===== config.mk =====
export PLATFORM = sky130hd
export DESIGN_NAME = axi_lite_rr_arbiter
export DESIGN_NICKNAME = d
export VERILOG_FILES = /design/src/rtl/axi_lite_rr_arbiter.sv
export SDC_FILE = /design/constraint.sdc
export NUM_CORES = 1
export LEC_CHECK = 0
export CAP_MARGIN = 40
export CORE_AREA = 10 10 170 172
export CTS_BUF_LIST = sky130_fd_sc_hd__clkbuf_4
export DETAILED_ROUTE_END_ITERATION = 10
export DIE_AREA = 0 0 180 182
export HOLD_SLACK_MARGIN = 0.1
export PLACE_DENSITY = 0.52
export SYNTH_ARGS = -nofsm -noshare
export SYNTH_HDL_FRONTEND = slang
export SYNTH_SLANG_ARGS = --single-unit

===== constraint.sdc =====
create_clock -name clk_i -period 1.6 [get_ports clk_i]
set_input_delay 0.24 -clock clk_i [delete_from_list [all_inputs] [get_ports clk_i]]
set_output_delay 0.24 -clock clk_i [all_outputs]
set_load 0.1 [all_outputs]

===== src/rtl/axi_lite_rr_arbiter.sv =====
// Two-requester AXI-Lite arbiter sharing one manager port.
// Write (AW/W/B) and read (AR/R) paths are arbitrated independently, one outstanding
// transaction per direction, with round-robin priority per direction.
// Ports:
//   clk_i, rst_i            clock, synchronous active-high reset
//   _rq_{0,1}_*             requester-side AW/W/B/AR/R channels (valid/payload/ack)
//   _mst_*                  shared manager-side AW/W/B/AR/R channels
//   wr_busy, rd_busy        write/read FSM not idle
//   wr_owner, rd_owner      current or last granted requester per direction
module axi_lite_rr_arbiter #(
  parameter int unsigned ADDR_W = 32,
  parameter int unsigned DATA_W = 32
) (
  input  logic                       clk_i,
  input  logic                       rst_i,
  input  logic                       _rq_0_aw_req_valid,
  input  logic [ADDR_W+2:0]          _rq_0_aw_req_0,
  output logic                       _rq_0_aw_req_ack,
  input  logic                       _rq_0_w_req_valid,
  input  logic [DATA_W+DATA_W/8-1:0] _rq_0_w_req_0,
  output logic                       _rq_0_w_req_ack,
  output logic                       _rq_0_b_resp_valid,
  output logic [1:0]                 _rq_0_b_resp_0,
  input  logic                       _rq_0_b_resp_ack,
  input  logic                       _rq_0_ar_req_valid,
  input  logic [ADDR_W+2:0]          _rq_0_ar_req_0,
  output logic                       _rq_0_ar_req_ack,
  output logic                       _rq_0_r_resp_valid,
  output logic [DATA_W+1:0]          _rq_0_r_resp_0,
  input  logic                       _rq_0_r_resp_ack,
  input  logic                       _rq_1_aw_req_valid,
  input  logic [ADDR_W+2:0]          _rq_1_aw_req_0,
  output logic                       _rq_1_aw_req_ack,
  input  logic                       _rq_1_w_req_valid,
  input  logic [DATA_W+DATA_W/8-1:0] _rq_1_w_req_0,
  output logic                       _rq_1_w_req_ack,
  output logic                       _rq_1_b_resp_valid,
  output logic [1:0]                 _rq_1_b_resp_0,
  input  logic                       _rq_1_b_resp_ack,
  input  logic                       _rq_1_ar_req_valid,
  input  logic [ADDR_W+2:0]          _rq_1_ar_req_0,
  output logic                       _rq_1_ar_req_ack,
  output logic                       _rq_1_r_resp_valid,
  output logic [DATA_W+1:0]          _rq_1_r_resp_0,
  input  logic                       _rq_1_r_resp_ack,
  output logic                       _mst_aw_req_valid,
  output logic [ADDR_W+2:0]          _mst_aw_req_0,
  input  logic                       _mst_aw_req_ack,
  output logic                       _mst_w_req_valid,
  output logic [DATA_W+DATA_W/8-1:0] _mst_w_req_0,
  input  logic                       _mst_w_req_ack,
  input  logic                       _mst_b_resp_valid,
  input  logic [1:0]                 _mst_b_resp_0,
  output logic                       _mst_b_resp_ack,
  output logic                       _mst_ar_req_valid,
  output logic [ADDR_W+2:0]          _mst_ar_req_0,
  input  logic                       _mst_ar_req_ack,
  input  logic                       _mst_r_resp_valid,
  input  logic [DATA_W+1:0]          _mst_r_resp_0,
  output logic                       _mst_r_resp_ack,
  output logic                       wr_busy,
  output logic                       rd_busy,
  output logic                       wr_owner,
  output logic                       rd_owner
);

  typedef enum logic [1:0] {WIdle, WAddr, WData, WResp} wr_state_e;
  typedef enum logic [1:0] {RIdle, RAddr, RResp} rd_state_e;

  wr_state_e         wr_state_q, wr_state_d;
  rd_state_e         rd_state_q, rd_state_d;
  logic              wr_prio_q, wr_prio_d, wr_owner_q, wr_owner_d;
  logic              rd_prio_q, rd_prio_d, rd_owner_q, rd_owner_d;
  logic [ADDR_W+2:0] aw_q, aw_d, ar_q, ar_d;
  logic              wr_sel, rd_sel;

  // Write path
  always_comb begin
    wr_state_d          = wr_state_q;
    wr_prio_d           = wr_prio_q;
    wr_owner_d          = wr_owner_q;
    aw_d                = aw_q;
    _rq_0_aw_req_ack    = 1'b0;
    _rq_1_aw_req_ack    = 1'b0;
    _rq_0_w_req_ack     = 1'b0;
    _rq_1_w_req_ack     = 1'b0;
    _rq_0_b_resp_valid  = 1'b0;
    _rq_1_b_resp_valid  = 1'b0;
    _mst_aw_req_valid   = 1'b0;
    _mst_w_req_valid    = 1'b0;
    _mst_b_resp_ack     = 1'b0;
    // Lone requester wins; on contention the priority pointer decides.
    wr_sel = (_rq_0_aw_req_valid && _rq_1_aw_req_valid) ? wr_prio_q : _rq_1_aw_req_valid;
    unique case (wr_state_q)
      WIdle: begin
        if (_rq_0_aw_req_valid || _rq_1_aw_req_valid) begin
          _rq_0_aw_req_ack = ~wr_sel;
          _rq_1_aw_req_ack = wr_sel;
          aw_d             = wr_sel ? _rq_1_aw_req_0 : _rq_0_aw_req_0;
          wr_owner_d       = wr_sel;
          wr_state_d       = WAddr;
        end
      end
      WAddr: begin
        _mst_aw_req_valid = 1'b1;
        if (_mst_aw_req_ack) wr_state_d = WData;
      end
      WData: begin
        _mst_w_req_valid = wr_owner_q ? _rq_1_w_req_valid : _rq_0_w_req_valid;
        _rq_0_w_req_ack  = ~wr_owner_q & _mst_w_req_ack;
        _rq_1_w_req_ack  = wr_owner_q & _mst_w_req_ack;
        if (_mst_w_req_valid && _mst_w_req_ack) wr_state_d = WResp;
      end
      WResp: begin
        _rq_0_b_resp_valid = ~wr_owner_q & _mst_b_resp_valid;
        _rq_1_b_resp_valid = wr_owner_q & _mst_b_resp_valid;
        _mst_b_resp_ack    = wr_owner_q ? _rq_1_b_resp_ack : _rq_0_b_resp_ack;
        if (_mst_b_resp_valid && _mst_b_resp_ack) begin
          wr_prio_d  = ~wr_owner_q;
          wr_state_d = WIdle;
        end
      end
      default: wr_state_d = WIdle;
    endcase
  end

  // Read path
  always_comb begin
    rd_state_d         = rd_state_q;
    rd_prio_d          = rd_prio_q;
    rd_owner_d         = rd_owner_q;
    ar_d               = ar_q;
    _rq_0_ar_req_ack   = 1'b0;
    _rq_1_ar_req_ack   = 1'b0;
    _rq_0_r_resp_valid = 1'b0;
    _rq_1_r_resp_valid = 1'b0;
    _mst_ar_req_valid  = 1'b0;
    _mst_r_resp_ack    = 1'b0;
    rd_sel = (_rq_0_ar_req_valid && _rq_1_ar_req_valid) ? rd_prio_q : _rq_1_ar_req_valid;
    unique case (rd_state_q)
      RIdle: begin
        if (_rq_0_ar_req_valid || _rq_1_ar_req_valid) begin
          _rq_0_ar_req_ack = ~rd_sel;
          _rq_1_ar_req_ack = rd_sel;
          ar_d             = rd_sel ? _rq_1_ar_req_0 : _rq_0_ar_req_0;
          rd_owner_d       = rd_sel;
          rd_state_d       = RAddr;
        end
      end
      RAddr: begin
        _mst_ar_req_valid = 1'b1;
        if (_mst_ar_req_ack) rd_state_d = RResp;
      end
      RResp: begin
        _rq_0_r_resp_valid = ~rd_owner_q & _mst_r_resp_valid;
        _rq_1_r_resp_valid = rd_owner_q & _mst_r_resp_valid;
        _mst_r_resp_ack    = rd_owner_q ? _rq_1_r_resp_ack : _rq_0_r_resp_ack;
        if (_mst_r_resp_valid && _mst_r_resp_ack) begin
          rd_prio_d  = ~rd_owner_q;
          rd_state_d = RIdle;
        end
      end
      default: rd_state_d = RIdle;
    endcase
  end

  always_ff @(posedge clk_i) begin
    if (rst_i) begin
      wr_state_q <= WIdle;
      rd_state_q <= RIdle;
      wr_prio_q  <= 1'b0;
      rd_prio_q  <= 1'b0;
      wr_owner_q <= 1'b0;
      rd_owner_q <= 1'b0;
      aw_q       <= '0;
      ar_q       <= '0;
    end else begin
      wr_state_q <= wr_state_d;
      rd_state_q <= rd_state_d;
      wr_prio_q  <= wr_prio_d;
      rd_prio_q  <= rd_prio_d;
      wr_owner_q <= wr_owner_d;
      rd_owner_q <= rd_owner_d;
      aw_q       <= aw_d;
      ar_q       <= ar_d;
    end
  end

  // Payloads are steered by owner; valids above qualify them.
  assign _mst_aw_req_0  = aw_q;
  assign _mst_ar_req_0  = ar_q;
  assign _mst_w_req_0   = wr_owner_q ? _rq_1_w_req_0 : _rq_0_w_req_0;
  assign _rq_0_b_resp_0 = _mst_b_resp_0;
  assign _rq_1_b_resp_0 = _mst_b_resp_0;
  assign _rq_0_r_resp_0 = _mst_r_resp_0;
  assign _rq_1_r_resp_0 = _mst_r_resp_0;

  assign wr_busy  = (wr_state_q != WIdle);
  assign rd_busy  = (rd_state_q != RIdle);
  assign wr_owner = wr_owner_q;
  assign rd_owner = rd_owner_q;

endmodule


==> results of run 1 <==
## stage by stage
step | total power [W] | utilization [%]
final | 0.0153 | 41.9
after global routing | 0.0160 | 41.9
after CTS | 0.0151 | 40.9
after detailed placement | 0.0131 | 38.7
after global placement | 0.0131 | 38.7
after floorplan | 0.00992 | -
## cells by family (layout without fill, tap and decap cells)
| logic type | after synthesis | after routing | synth area share [%] |
|---|---|---|---|
| other cells | 0 | 1 | 0 |
| simple gates | 105 | 105 | 9.61 |
| buf+inv | 120 | 449 | 17.2 |
| mux | 110 | 110 | 23.6 |
| fa+ha+maj | 5 | 5 | 1.29 |
| flops | 78 | 78 | 32.1 |
| compound gates | 86 | 86 | 16.2 |
## state kept, by name (all words and copies together) (netlist names)
register	flops
_mst_ar_req_0	35
_mst_aw_req_0	35
rd_owner	1
rd_prio_q	1
rd_state_q	2
wr_owner	1
wr_prio_q	1
wr_state_q	2
## worst max path at each step
stage / cells after the start / endpoint / slack [ps] / from
2_1_floorplan: 6 / _rq_0_aw_req_ack / -460 / wr_state_q[1]$_SDFFE_PP0P_
3_3_place_gp: 7 / _mst_aw_req_0[4]$_SDFFE_PP0P_ / -200 / _rq_0_aw_req_valid
3_5_place_dp: 7 / _mst_aw_req_0[4]$_SDFFE_PP0P_ / -220 / _rq_0_aw_req_valid
4_1_cts: 4 / _mst_w_req_0[14] / -340 / wr_owner$_SDFFE_PP0P_
5_1_grt: 6 / _rq_0_aw_req_ack / -360 / wr_state_q[0]$_SDFFE_PP0P_
6_report: 4 / _mst_w_req_0[27] / -270 / wr_owner$_SDFFE_PP0P_
## cells in the mapped netlist
cell type / count / area, sq um
a211oi_1: 37 / 278
a211oi_2: 33 / 413
a21oi_1: 5 / 25.0
a311oi_1: 1 / 8.76
a31oi_1: 2 / 12.5
and2_1: 2 / 12.5
and3_1: 7 / 43.8
buf_1: 1 / 3.75
buf_2: 10 / 50.1
buf_4: 78 / 586
buf_6: 9 / 101
buf_8: 1 / 15.0
clkbuf_1: 10 / 37.5
dfxtp_1: 78 / 1560
ha_1: 5 / 62.6
inv_1: 11 / 41.3
mux2_2: 36 / 405
mux2i_1: 74 / 741
nand2_1: 2 / 7.51
nand2b_1: 2 / 12.5
nand3_1: 3 / 15.0
nor2_1: 78 / 293
nor2_2: 1 / 6.26
nor2_8: 1 / 20.0
nor2b_1: 8 / 50.1
o21ai_0: 4 / 20.0
o21ai_2: 2 / 17.5
o22ai_1: 2 / 12.5
or2_1: 1 / 6.26
## power breakdown
part           switching, W  internal [W]  total, W
logic               0.00651       0.00451    0.0110
clock network      0.000780      0.000643   0.00142
registers          0.000465       0.00240   0.00287
## timing repair
| item | CTS | global route |
|---|---|---|
| buffers inserted | 20 | 10 |
| cloned | 3 | 4 |
| gates resized for setup | 37 | 26 |
| pin swaps | 8 | 15 |
| setup endpoints to repair | 53 | 76 |
## final cells by class
| type | count | area share (%) |
|---|---|---|
| clock buffers | 9 | 0.629 |
| repair buffers | 422 | 53.2 |
| flip-flops and latches | 78 | 14.7 |
| clock inverters | 7 | 0.897 |
| well taps | 335 | 3.90 |
| diodes | 1 | 0.0233 |
| inverters | 11 | 0.466 |
| multi-input cells | 306 | 26.1 |
## layer usage
metal  track usage, %  wire (um)  vias to the layer above  part of all wire (%)
met2             20.2      10700                      199                    48
met3             5.69       1970                       37                   8.9
met4             3.51        314                        0                   1.4
met5                0          0                        -                     0
li1                 -          -                     2349                     -
met1             14.3       9120                     2138                    41
==> results by stage, run 1 <==
Outcome:
- The run finished, with violations left.
- The final reports fail on setup timing.

Worst hold path:
- The source of the worst hold timing path is rst_i.
- The path class of the lowest-slack min-delay path is in -> reg.
- The number of cells traversed by the worst hold path is 2.
- The path with the worst hold slack has its endpoint at wr_prio_q$_SDFFE_PP0P_.

Synth:
- The Yosys step of the flow raised 0 warnings.
- Synthesis produced a netlist with a net count of 774.
- The number of cells produced by synthesis is 504.
- The proportion of synthesized chip area in sequential cells is between 30 and 40%.
- In this run the cell area of the synthesized design comes to 4860 sq um.
- Yosys mapped the design onto 29 distinct sky130hd cell types.
- Each instance of the synthesized netlist takes up on average between 9 and 10 sq um.
- The synthesized design contains 78 register bits.

Critical path:
- The worst setup path is launched from a register.
- The largest fanout on the critical path is 8.
- The slowest stage of the critical path is the dfxtp_4 cell.
- The critical path contains buffers and inverters numbering 3 combined.
- Measured in cells, the most critical reg-to-reg path has a length of 7.
- The category of cells accounting for the largest share of critical-path delay is buffers and inverters.
- The destination of the worst register-to-register timing path is _mst_ar_req_0[30]$_SDFFE_PP0P_.
- The critical path's largest stage delay is roughly 380 ps.
- For the worst setup path, the data required time is 1360 ps.
- For the worst setup path, the data arrival time is around 1600 ps.
- Traced cell by cell, the critical path runs through buf_12 -> buf_16 -> mux2_4 -> buf_12.
- The endpoint kind of the worst setup timing path is a primary output.
- The cell with the most instances on the worst path is buf_12.
- The worst-case register-to-register setup slack is roughly 70 ps.
- The worst register-to-register path begins at rd_state_q[0]$_SDFFE_PP0P_.
- The critical path is of the reg -> out type.

GRT:
- For this run the aggregate overflow at the end of global routing stands at 0.
- Entering global routing, the biggest net connects 55 pins.
- The first global-routing pass estimated 31.6 mm of wire.
- The via count of the first global-routing pass came to between 5000 and 6000.
- The initial antenna violation count is 1.
- The global router's overall resource usage is about an eighth.

CTS:
- The H-tree was split into 3 levels.
- The clock latency reported for the late side of the worst-skew pair is 440 ps.
- Clock-pin slew was measured on the worst setup and hold paths at 140 ps.
- In this run, post-CTS hold repair placed 0 buffers.
- The TritonCTS clock tree is done.
- The clock drives 78 sinks.
- The CTS root buffer is clkbuf_4.
- Counting along the longest clock path gives a buffer depth of 2.
- The TritonCTS buffer count is 9.

Layout:
- The fraction of layout cells with a size suffix above 1 is roughly 38%.
- The cell area after layout is ~11000 sq um.
- In the layout the commonest cells are 227 x clkdlybuf4s50_1, 139 x buf_12, 76 x nor2_1, 71 x dfxtp_1, 70 x mux2i_1.
- The footprint of the flip-flops and latches is roughly 1600 sq um.
- The multi-input combinational cells in the finished layout cover a total of about 2800 sq um.
- The final layout contains 1098 nets.
- After filler insertion, the fill cell instance count of the layout stands at around 2500.
- Compared with the post-synthesis result, the final layout area differs by 121%.
- After the flow finishes, the layout carries non-filler instances totaling around 1200.
- Leaving out fill and tap cells, the most frequent cell in the layout is clkdlybuf4s50_1.

Route:
- For this run, design rule violations remaining after detail routing come to 0.
- The routed wire length is approximately 22 mm.
- Dividing the detail-routed wire length by the instance count gives between 15 and 20 um.
- Dividing the detail-routed via count by the number of cells gives about 4.0.
- Once detail routing completed, the nets flagged for antenna violations numbered 0.
- The detailed-route via count is ~4700.
- The number of DRC markers after the initial detailed-route iteration is between 100 and 150.
- The count of TritonRoute iterations in the first routing pass is 4.

Job:
- Max-cap violations in this run came to 0.

STA:
- After layout, the minimum clock period comes to roughly 1900 ps.
- In the post-route analysis, the smallest setup slack over all paths is -274 ps.
- For the pin with the worst max-slew slack, the measured transition is ~360 ps.
- Hold timing on the final database bottoms out at a slack of 196 ps.
- The final count of negative-setup-slack endpoints is 52.
- The total negative setup slack is -11200 ps.
- Headroom to the max-slew limit came out at between 70 and 80%.
- For the final database, setup skew stands at slightly below 20 ps.
- Derived from the worst setup path, the maximum achievable clock frequency is 0.534 GHz.
- The final critical path takes up 117% of the cycle.
- The count of final hold-check violations is 0.
- The max-slew violation total from the final report is 0.
- Setup repair after global routing could not meet its margin everywhere.

Power and ir drop:
- The leakage power is between 4 and 5 nW.
- Dividing total power by cell area gives a power density of roughly 1400 nW/um^2.
- VDD sags by at most between 600 and 700 uV.

Floorplanning:
- The initial standard-cell utilization of the core is between 10% and 20%.
- The die area is 32800 sq um.
- The number of placement rows is 59.
- From bottom edge to top edge, the die measures 182 um.
- The placeable core region is approximately 26000 sq um.
- The overall die width is roughly 180 um.
- 462 I/O pins were placed.

Placement:
- In this run, placement finished with an instance count of between 1000 and 1500.
- Input and output buffers added on the ports amount to between 300 and 400.
- The minimum setup slack after placement is -222 ps.
- The HPWL reported at the end of detailed placement is 17.5 mm.
- The routability congestion estimate from global placement is approximately 0.80.
- The total placed instance area is 9920 sq um.
(Power assumes the default switching activity.)
==> inputs of run 2 (changes only) <==
- HOLD_SLACK_MARGIN: 0.1 -> 0.12
==> results of run 2 <==
Same layout as run 1: the final DEF is identical, and so are final timing and power.
